File: src/rtl/inst_fetch_mod.sv
// ============================================================================
// Module   : inst_fetch_mod
// Purpose  : Fetches opcode and immediate bytes from the memory bus and builds
//            the 9-bit opcode index (CB prefix folded into bit 8).
// Revision : 1.0
// ============================================================================
`default_nettype none

module inst_fetch_mod #(
  parameter logic [15:0] RESET_PC  = 16'h0000,
  parameter logic [7:0]  CB_PREFIX = 8'hCB
) (
  input  logic        clock,
  input  logic        reset,
  output logic        mem_rd,
  output logic [15:0] mem_addr,
  input  logic        mem_ready,
  input  logic [7:0]  mem_rd_data,
  output logic        opcode_valid,
  output logic [8:0]  opcode_index,
  input  logic        opcode_take,
  input  logic        imm_req,
  output logic        imm_valid,
  output logic [7:0]  imm_data,
  input  logic        pc_load,
  input  logic [15:0] pc_load_value,
  output logic [15:0] pc
);

  localparam logic [2:0] S_IDLE     = 3'd0;
  localparam logic [2:0] S_FETCH    = 3'd1;
  localparam logic [2:0] S_FETCH_CB = 3'd2;
  localparam logic [2:0] S_HOLD     = 3'd3;
  localparam logic [2:0] S_IMM      = 3'd4;

  logic [2:0]  state_q, state_d;
  logic [15:0] pc_q, pc_d;
  logic [8:0]  op_idx_q, op_idx_d;
  logic        op_valid_q, op_valid_d;
  logic [7:0]  imm_data_q, imm_data_d;
  logic        imm_valid_q, imm_valid_d;
  logic [15:0] pc_inc;

  assign pc_inc = pc_q + 16'd1;

  always_comb begin
    state_d     = state_q;
    pc_d        = pc_q;
    op_idx_d    = op_idx_q;
    op_valid_d  = op_valid_q;
    imm_data_d  = imm_data_q;
    imm_valid_d = 1'b0;
    // A redirect discards any read completing on the same edge.
    if (pc_load) begin
      pc_d       = pc_load_value;
      op_valid_d = 1'b0;
      state_d    = S_FETCH;
    end else begin
      case (state_q)
        S_IDLE: state_d = S_FETCH;
        S_FETCH: begin
          if (mem_ready) begin
            pc_d = pc_inc;
            if (mem_rd_data == CB_PREFIX) begin
              state_d = S_FETCH_CB;
            end else begin
              op_idx_d   = {1'b0, mem_rd_data};
              op_valid_d = 1'b1;
              state_d    = S_HOLD;
            end
          end
        end
        S_FETCH_CB: begin
          if (mem_ready) begin
            pc_d       = pc_inc;
            op_idx_d   = {1'b1, mem_rd_data};
            op_valid_d = 1'b1;
            state_d    = S_HOLD;
          end
        end
        S_HOLD: begin
          if (opcode_take) begin
            op_valid_d = 1'b0;
            state_d    = S_FETCH;
          end else if (imm_req) begin
            state_d = S_IMM;
          end
        end
        S_IMM: begin
          if (mem_ready) begin
            pc_d        = pc_inc;
            imm_data_d  = mem_rd_data;
            imm_valid_d = 1'b1;
            state_d     = S_HOLD;
          end
        end
        default: state_d = S_IDLE;
      endcase
    end
  end

  always_ff @(posedge clock or posedge reset) begin
    if (reset) begin
      state_q     <= S_IDLE;
      pc_q        <= RESET_PC;
      op_idx_q    <= 9'd0;
      op_valid_q  <= 1'b0;
      imm_data_q  <= 8'd0;
      imm_valid_q <= 1'b0;
    end else begin
      state_q     <= state_d;
      pc_q        <= pc_d;
      op_idx_q    <= op_idx_d;
      op_valid_q  <= op_valid_d;
      imm_data_q  <= imm_data_d;
      imm_valid_q <= imm_valid_d;
    end
  end

  // Bus request decodes from state so reset drops it without waiting for an edge.
  assign mem_rd = (state_q == S_FETCH) || (state_q == S_FETCH_CB) || (state_q == S_IMM);
  assign mem_addr     = mem_rd ? pc_q : 16'h0000;
  assign opcode_valid = op_valid_q;
  assign opcode_index = op_idx_q;
  assign imm_valid    = imm_valid_q;
  assign imm_data     = imm_data_q;
  assign pc           = pc_q;

endmodule

`default_nettype wire
File: config.mk
export PLATFORM = sky130hd
export DESIGN_NAME = inst_fetch_mod
export DESIGN_NICKNAME = d
export VERILOG_FILES = /design/src/rtl/inst_fetch_mod.sv
export SDC_FILE = /design/constraint.sdc
export NUM_CORES = 1
export LEC_CHECK = 0
export BUFFER_PORTS_ARGS = -buffer_cell sky130_fd_sc_hd__buf_2
export CORE_AREA = 2 2 73 109
export DETAILED_ROUTE_END_ITERATION = 16
export DIE_AREA = 0 0 75 111
export SLEW_MARGIN = 0
export SYNTH_ARGS = -nofsm -noshare
export SYNTH_HDL_FRONTEND = slang
export SYNTH_SLANG_ARGS = --single-unit
File: constraint.sdc
create_clock -name clock -period 3.2 [get_ports clock]
set_clock_uncertainty 0.15 [all_clocks]
set_input_delay 0.64 -clock clock [delete_from_list [all_inputs] [get_ports clock]]
set_output_delay 0.64 -clock clock [all_outputs]
set_load 0.005 [all_outputs]
==> results.md, run 1 <==
- DR vias: slightly above 2000
- CTS tree: done
- Routed length per instance: 14.4 um
- Max incr delay on CP: 0.57 ns
- Leak Pwr: 1.37 nW
- P&R area growth vs syn: 30.4%
- Vias in the first global route: 1995
- GRT Util Overall: between 10 and 15%
- Crit path arrival time: roughly 1.8 ns
- R2r startpoint: state_q[1]$_DFFE_PP0P_
- Synth Cell Area: roughly 2100 um2
- Fin crit share: 81.7%
- Post-Synthesis Cells: 236
- CP Max Fanout: 17
- # DRC: 0
- Worst Path Required: between 2 and 2.5 ns
- CP Launch Point: state_q[1]$_DFFE_PP0P_
- Share of the yosys chip area belonging to registers: between 40% and 50%
- Post-Syn Nets: between 200 and 300
- Top Ports: 82
- CP max stage cell: dfrtp_1
- Number of synthesized flops with an enable pin: 0
- # setup viols final: 0
- Global route total overflow: 0
- Initial core utilization: 28.8%
- Dpl cells: 409
- Post-route setup slack: roughly 0.59 ns
- IO Port Bufs: between 80 and 90
- HPWL after DPL: 4470 um
- RSZ-0062 raised after global routing: no
- Pwr dens: 478 nW/um2
- Setup WS pre-CTS: 0.695 ns
- Synth Warn #: 0
- Clock transition time at the flip-flop clock pins of the worst setup and hold paths: ~0.06 ns
- Worst-skew pair later-pin latency: 0.28 ns
- Max Buffers Root-to-Sink: 2
- Post-route ant nets: 0
- CTS resizes: 0
- CORE AREA: 7470 um2
- Vias per cell: roughly 4.9
- Crit-path cells: o21ai_0 > o21ai_1 > buf_4 > nor2b_1 > buf_2
- Peak VDD IR: 0.000288 V
- Synth async-reset ratio: 100%
- Worst hold path class: input port to asynchronous set/reset pin
- DRT iter0 DRCs: 95
- Number of fillers in the final layout: 781
- Fmax: ~380 MHz
- Die ar.: 8330 um2
- Main synth FF type: dfrtp_1
- Total wire length: 6000 um
- Cts hold-fix bufs: 0
- Setup CP Type: register to primary output
- Worst Tran Pin Value: 0.834 ns
- Largest net degree at the start of global routing: 39
- Layout cells sized above 1: 34.9%
- Hold_ws: about 0.32 ns
- Min Tclk post-route: 2.61 ns
- CTS H-tree depth: 2
- Final Non-Filler Cells: approximately 420
- Clk root buf: clkbuf_16
- First-pass GRT wire length: between 9000 and 10000 um
- Drt pass-1 iters: 5
- Endpoints failing hold: 0
- Row count: 39
- Initial antenna violation count: 0
- Worst setup EP type: primary output
- Die Span X: 75 um
- Max-slew violation count: 0
- Cts bufs inserted: 5
- Syn Area/Cell: about 9.1 um2
- Setup total negative slack: 0 ns
- Nets: between 300 and 400
- Worst reg2reg path depth: 4
- Startpoint Class: register
- Max-cap violation count: 0
- Outcome: complete, no violations
- Routability cong.: 0.776
- Max-slew headroom: 44.3%
- Post-CTS setup buffer count: 0
- Tot Pwr: between 1 and 1.5 mW
- Inserted Diodes: 0
- Netlist cell types: 44
- #FFs+latches synth: 38
- Die Y: 111 um
- Clk sinks: 38
==> flip-flops by register name, indices dropped and copies added (netlist names) <==
register / flops
imm_valid: 1
imm_data: 8
state_q: 3
opcode_index: 9
opcode_valid: 1
pc: 16
==> placed cells by master (no fill, tap or decap), drive strengths merged, types with 3 or more instances in the layout <==
cell type  netlist  layout
buf              4      85
dfrtp           38      38
nand2           22      22
nor2            20      20
inv             16      16
o21ai           16      16
nand3           14      14
nor2b           12      12
nand4           10      10
mux2            10      10
clkbuf          10       7
a31oi            5       5
or4              5       5
o31ai            4       4
a22o             4       4
o211ai           4       4
or2              3       3
nor3             3       3
a311o            3       3
a222oi           3       3
xor2             3       3
==> where the power goes <==
part           leakage [nW]  internal (mW)  switching [mW]  total (mW)
clock network        0.0739          0.309           0.194       0.503
logic                 0.814          0.128           0.134       0.262
registers             0.477          0.523          0.0504       0.573
total                  1.37          0.960           0.378        1.34
==> per-layer routing <==
layer	wire length [um]	global-route usage, %
met2	3120	25.7
met1	2460	17.1
met5	0	0
met3	337	3.45
met4	79	4.88
==> synth_stat cells (3+ instances only) <==
library cell	count	area (um2)
o211ai_1	4	30.0
o21ai_0	15	75.1
a222oi_1	3	30.0
or2_2	3	18.8
nor2_1	19	71.3
dfrtp_1	38	951
a311o_1	3	30.0
inv_1	16	60.1
o31ai_1	4	30.0
nor3_1	3	15.0
clkbuf_1	10	37.5
a22o_1	4	35.0
nand4_1	10	62.6
nand3_1	14	70.1
mux2_2	10	113
nand2_1	22	82.6
nor2b_1	12	75.1
buf_2	4	20.0
or4_1	5	37.5
a31oi_1	5	31.3
==> path summary, 6_finish.rpt <==
kind                                               end  slack (ns)
min in group clock             imm_data[4]$_DFFE_PP0P_        0.34
max in group asynchronous       state_q[1]$_DFFE_PP0P_        2.23
min                        opcode_index[8]$_DFFE_PP0P_        0.32
max                                        mem_addr[0]        0.59
min reg2reg                    imm_data[4]$_DFFE_PP0P_        0.34
max reg2reg                         pc[12]$_DFFE_PP0P_        0.80
==> final cells by class <==
| type | count | area (um2) | area share [%] |
|---|---|---|---|
| Clock inverter | 1 | 5.00 | 0.179 |
| Tap cell | 102 | 128 | 4.56 |
| Multi-Input combinational cell | 167 | 1080 | 38.4 |
| Timing Repair Buffer | 85 | 435 | 15.5 |
| Sequential cell | 38 | 951 | 33.9 |
| Inverter | 17 | 63.8 | 2.28 |
| Clock buffer | 7 | 143 | 5.09 |
==> per-stage QoR <==
step / util, % / area (um2)
3_5_place_dp: 35.5 / 2650
3_3_place_gp: 35.5 / 2650
6_report: 37.5 / 2800
5_1_grt: 37.5 / 2800
2_1_floorplan: - / 2150
4_1_cts: 37.5 / 2800
==> critical path, delay by kind of cell, from the launching register on <==
kind	cells	cell delay [ns]
compound gates	2	0.48
buf+inv	2	0.34
flops	1	0.57
simple gates	1	0.15
==> cells by family after synthesis <==
| group | Yosys count | share of synthesized area (%) |
|---|---|---|
| adder cells (fa/ha/maj) | 1 | 0.582 |
| flip-flops | 38 | 44.3 |
| XOR/XNOR | 3 | 1.57 |
| AND/OR/NAND/NOR | 102 | 25.2 |
| buffers and inverters | 31 | 5.65 |
| AO/OA/AOI/OAI | 49 | 16.5 |
| multiplexers | 12 | 6.17 |
Note: power is estimated with default switching activity, not from simulation.
==> run 2, diff against run 1 <==
Settings changed: ABC_AREA set to 1, CORE_AREA 2 2 73 109 to 2 2 75 113, DIE_AREA 0 0 75 111 to 0 0 77 115.
Clock period 3.2 ns to 2.7 ns, I/O delays scaled along.
==> results.md, run 2 <==
- R2r startpoint: pc[0]$_DFFE_PP0P_
- Startpoint Class: register
- #FFs+latches synth: 38 (unchanged)
- Count leader, synth: nand2_1
- Worst Tran Pin Value: 0.494 ns (-0.341 ns)
- Register area: 951 um2 (unchanged)
- Pwr dens: 965 nW/um2 (+100%)
- Top Ports: 82 (unchanged)
- Hold_ws: 0.227 ns (-0.0895 ns)
- Endpoints failing hold: 0 (unchanged)
- Outcome: complete, no violations
- Clk sinks: 38 (unchanged)
- Routed length per instance: 12.6 um (-12%)
- Internal reg-to-reg setup slack: 0.89 ns (+0.09 ns)
- Worst hold path class: input port to asynchronous set/reset pin
- Post-route setup slack: 0.381 ns (-0.206 ns)
- Vias per cell: 4.52 (-8.0%)
- Max-slew headroom: 67.1% (+23 points)
- RSZ-0062 raised after global routing: no
- Inserted Diodes: 0 (unchanged)
- Number of fillers in the final layout: 902 (+15%)
- Max-slew violation count: 0 (unchanged)
- Worst setup EP type: primary output
- DRT iter0 DRCs: 129 (+36%)
- Nets: 446 (+29%)
- Post-CTS setup buffer count: 0 (unchanged)
- Setup CP Type: register to primary output
- Initial antenna violation count: 0 (unchanged)
- Share of the yosys chip area belonging to registers: 41.2% (-3.1 points)
- Top post-synthesis cells by count: 107 x nand2_1, 41 x nor2_1, 40 x inv_1
- Dominant cell type by area after synthesis: dfrtp_1
- Synth async-reset ratio: 100% (unchanged)
- Clk root buf: clkbuf_16
- P&R area growth vs syn: 27.9%
- # DRC: 0 (unchanged)
- Synth top area cells: dfrtp_1 41%, nand2_1 17%, nand3_1 7.4%
- Most frequent cells in the layout: 107 x nand2_1, 81 x buf_2, 41 x nor2_1
- Largest net degree at the start of global routing: 39 (unchanged)
- Area of the multi-input gates: 1140 um2 (+6.2%)
- Vias in the first global route: 2323 (+16%)
- Max FFs per register: 16 (unchanged)
- Min Tclk post-route: 2.32 ns
- IO Port Bufs: 81 (unchanged)
- Syn Area/Cell: 6.96 um2 (-24%)
- Max-cap violation count: 0 (unchanged)
- CTS resizes: 0 (unchanged)
- Tot Pwr: 2.85 mW (+110%)
- Worst-skew pair later-pin latency: 0.28 ns (about the same)
- Reg-to-Reg End: pc[10]$_DFFE_PP0P_
- Die ar.: 8860 um2 (+6.4%)
- Synth Cell Area: 2310 um2 (+7.5%)
- First-pass GRT wire length: 11400 um (+19%)
- Netlist cell types: 29 (-34%)
- Commonest non-fill, non-tap cell in the layout: nand2_1
- Main synth FF type: dfrtp_1
- # setup viols final: 0 (unchanged)
- Synth top area share: 41.2% (-3.1 points)
- Layout Utilization: 37.4% (-0.17 points)
- CORE AREA: 7910 um2 (+5.9%)
- Cts bufs inserted: 5 (unchanged)
- Worst Path Required: 2.01 ns (-0.40 ns)
- Max Buffers Root-to-Sink: 2 (unchanged)
- Fmax: 431 MHz
- CTS tree: done
- HPWL after DPL: 5080 um (+13%)
- Row count: 40 (+2.6%)
- Fin crit share: 85.9%
- Cts hold-fix bufs: 0 (unchanged)
- Die Span X: 77 um (+2.7%)
- GRT Util Overall: 15.9% (+1.1 points)
- DR vias: 2356 (+15%)
- Synth Warn #: 0 (unchanged)
- Setup WS pre-CTS: 0.689 ns (-0.00580 ns)
- Total wire length: 6560 um (+9.3%)
- Leak Pwr: 1.64 nW (+20%)
- Layout cells sized above 1: 27.2% (-7.8 points)
- Clock transition time at the flip-flop clock pins of the worst setup and hold paths: 0.06 ns (about the same)
- Global route total overflow: 0 (unchanged)
- Drt pass-1 iters: 5 (unchanged)
- Post-route ant nets: 0 (unchanged)
- Post-Syn Nets: 363 (+36%)
- CTS H-tree depth: 2 (unchanged)
- CP Max Fanout: 19 (+2)
- Initial core utilization: 29.2% (+0.43 points)
- Setup total negative slack: 0 ns (unchanged)
- Number of synthesized flops with an enable pin: 0 (unchanged)
- Peak VDD IR: 0.000505 V (+76%)
- Worst reg2reg path depth: 8 (+4)
- Routability cong.: 0.914 (+18%)
- Die Y: 115 um (+3.6%)
- Crit path arrival time: 1.63 ns (-0.19 ns)
- Post-Synthesis Cells: 332 (+41%)
## run 2: cell types whose count changed after synthesis, sizes merged, moves of 5 or more
cell / previous run / this run
inv: 16 / 43
o21ai: 16 / 27
mux2: 10 / 0
a31oi: 5 / 0
nand4: 10 / 4
or4: 5 / 0
nor2: 20 / 46
nor2b: 12 / 0
nand3: 14 / 37
clkbuf: 10 / 1
nand2: 22 / 112
## run 2: critical path: stages, from the launching register on
cell,delay (ns)
dfrtp_1,0.47
inv_1,0.12
nand3_1,0.17
nand2_2,0.11
nor2_8,0.25
nor2_1,0.10
buf_2,0.14
## run 2: logic make-up after synthesis
logic type | Yosys count | synth area share, %
adders and majority gates | 1 | 0.542
DFF | 38 | 41.2
and+or+nand+nor | 204 | 38.8
buffers and inverters | 50 | 9.37
AOI/OAI and AO/OA | 36 | 8.94
xor gates and xnor gates | 3 | 1.14
## run 2: how the worst max path moves through the flow
stage,slack (ns),from,end
6_report,0.38,state_q[0]$_DFFE_PP0P_,mem_addr[2]
3_3_place_gp,0.67,pc_load,opcode_index[8]$_DFFE_PP0P_
3_5_place_dp,0.69,state_q[0]$_DFFE_PP0P_,mem_addr[2]
4_1_cts,0.39,state_q[0]$_DFFE_PP0P_,mem_addr[2]
5_1_grt,0.27,state_q[0]$_DFFE_PP0P_,mem_addr[2]
2_1_floorplan,0.87,state_q[1]$_DFFE_PP0P_,mem_addr[10]
## run 2: through the flow
| step | instances | cell area (um2) |
|---|---|---|
| global placement | 513 | 2810 |
| detailed placement | 513 | 2810 |
| CTS | 521 | 2950 |
| global route | 521 | 2950 |
| finish | 521 | 2950 |
| floorplan | 332 | 2310 |
## run 2: layout make-up
cell class / count / area share [%]
inverters: 43 / 5.46
multi-input cells: 244 / 38.7
flip-flops and latches: 38 / 32.2
repair buffers: 83 / 14.2
clock inverters: 1 / 0.169
clock buffers: 7 / 4.83
well taps: 105 / 4.45
## run 2: report_power, final
part	internal [mW]	leakage (nW)	switching (mW)
Sequential	0.793	0.475	0.234
Clock	0.366	0.0739	0.217
Combinational	0.514	1.09	0.726
## run 2: per-layer routing
metal | wire length [um] | global-route usage, % | vias to the layer above
met5 | 0 | 0 | -
met4 | 39 | 3.21 | 0
met3 | 462 | 3.22 | 4
met2 | 3180 | 27.9 | 95
met1 | 2880 | 20.3 | 1047
li1 | - | - | 1210
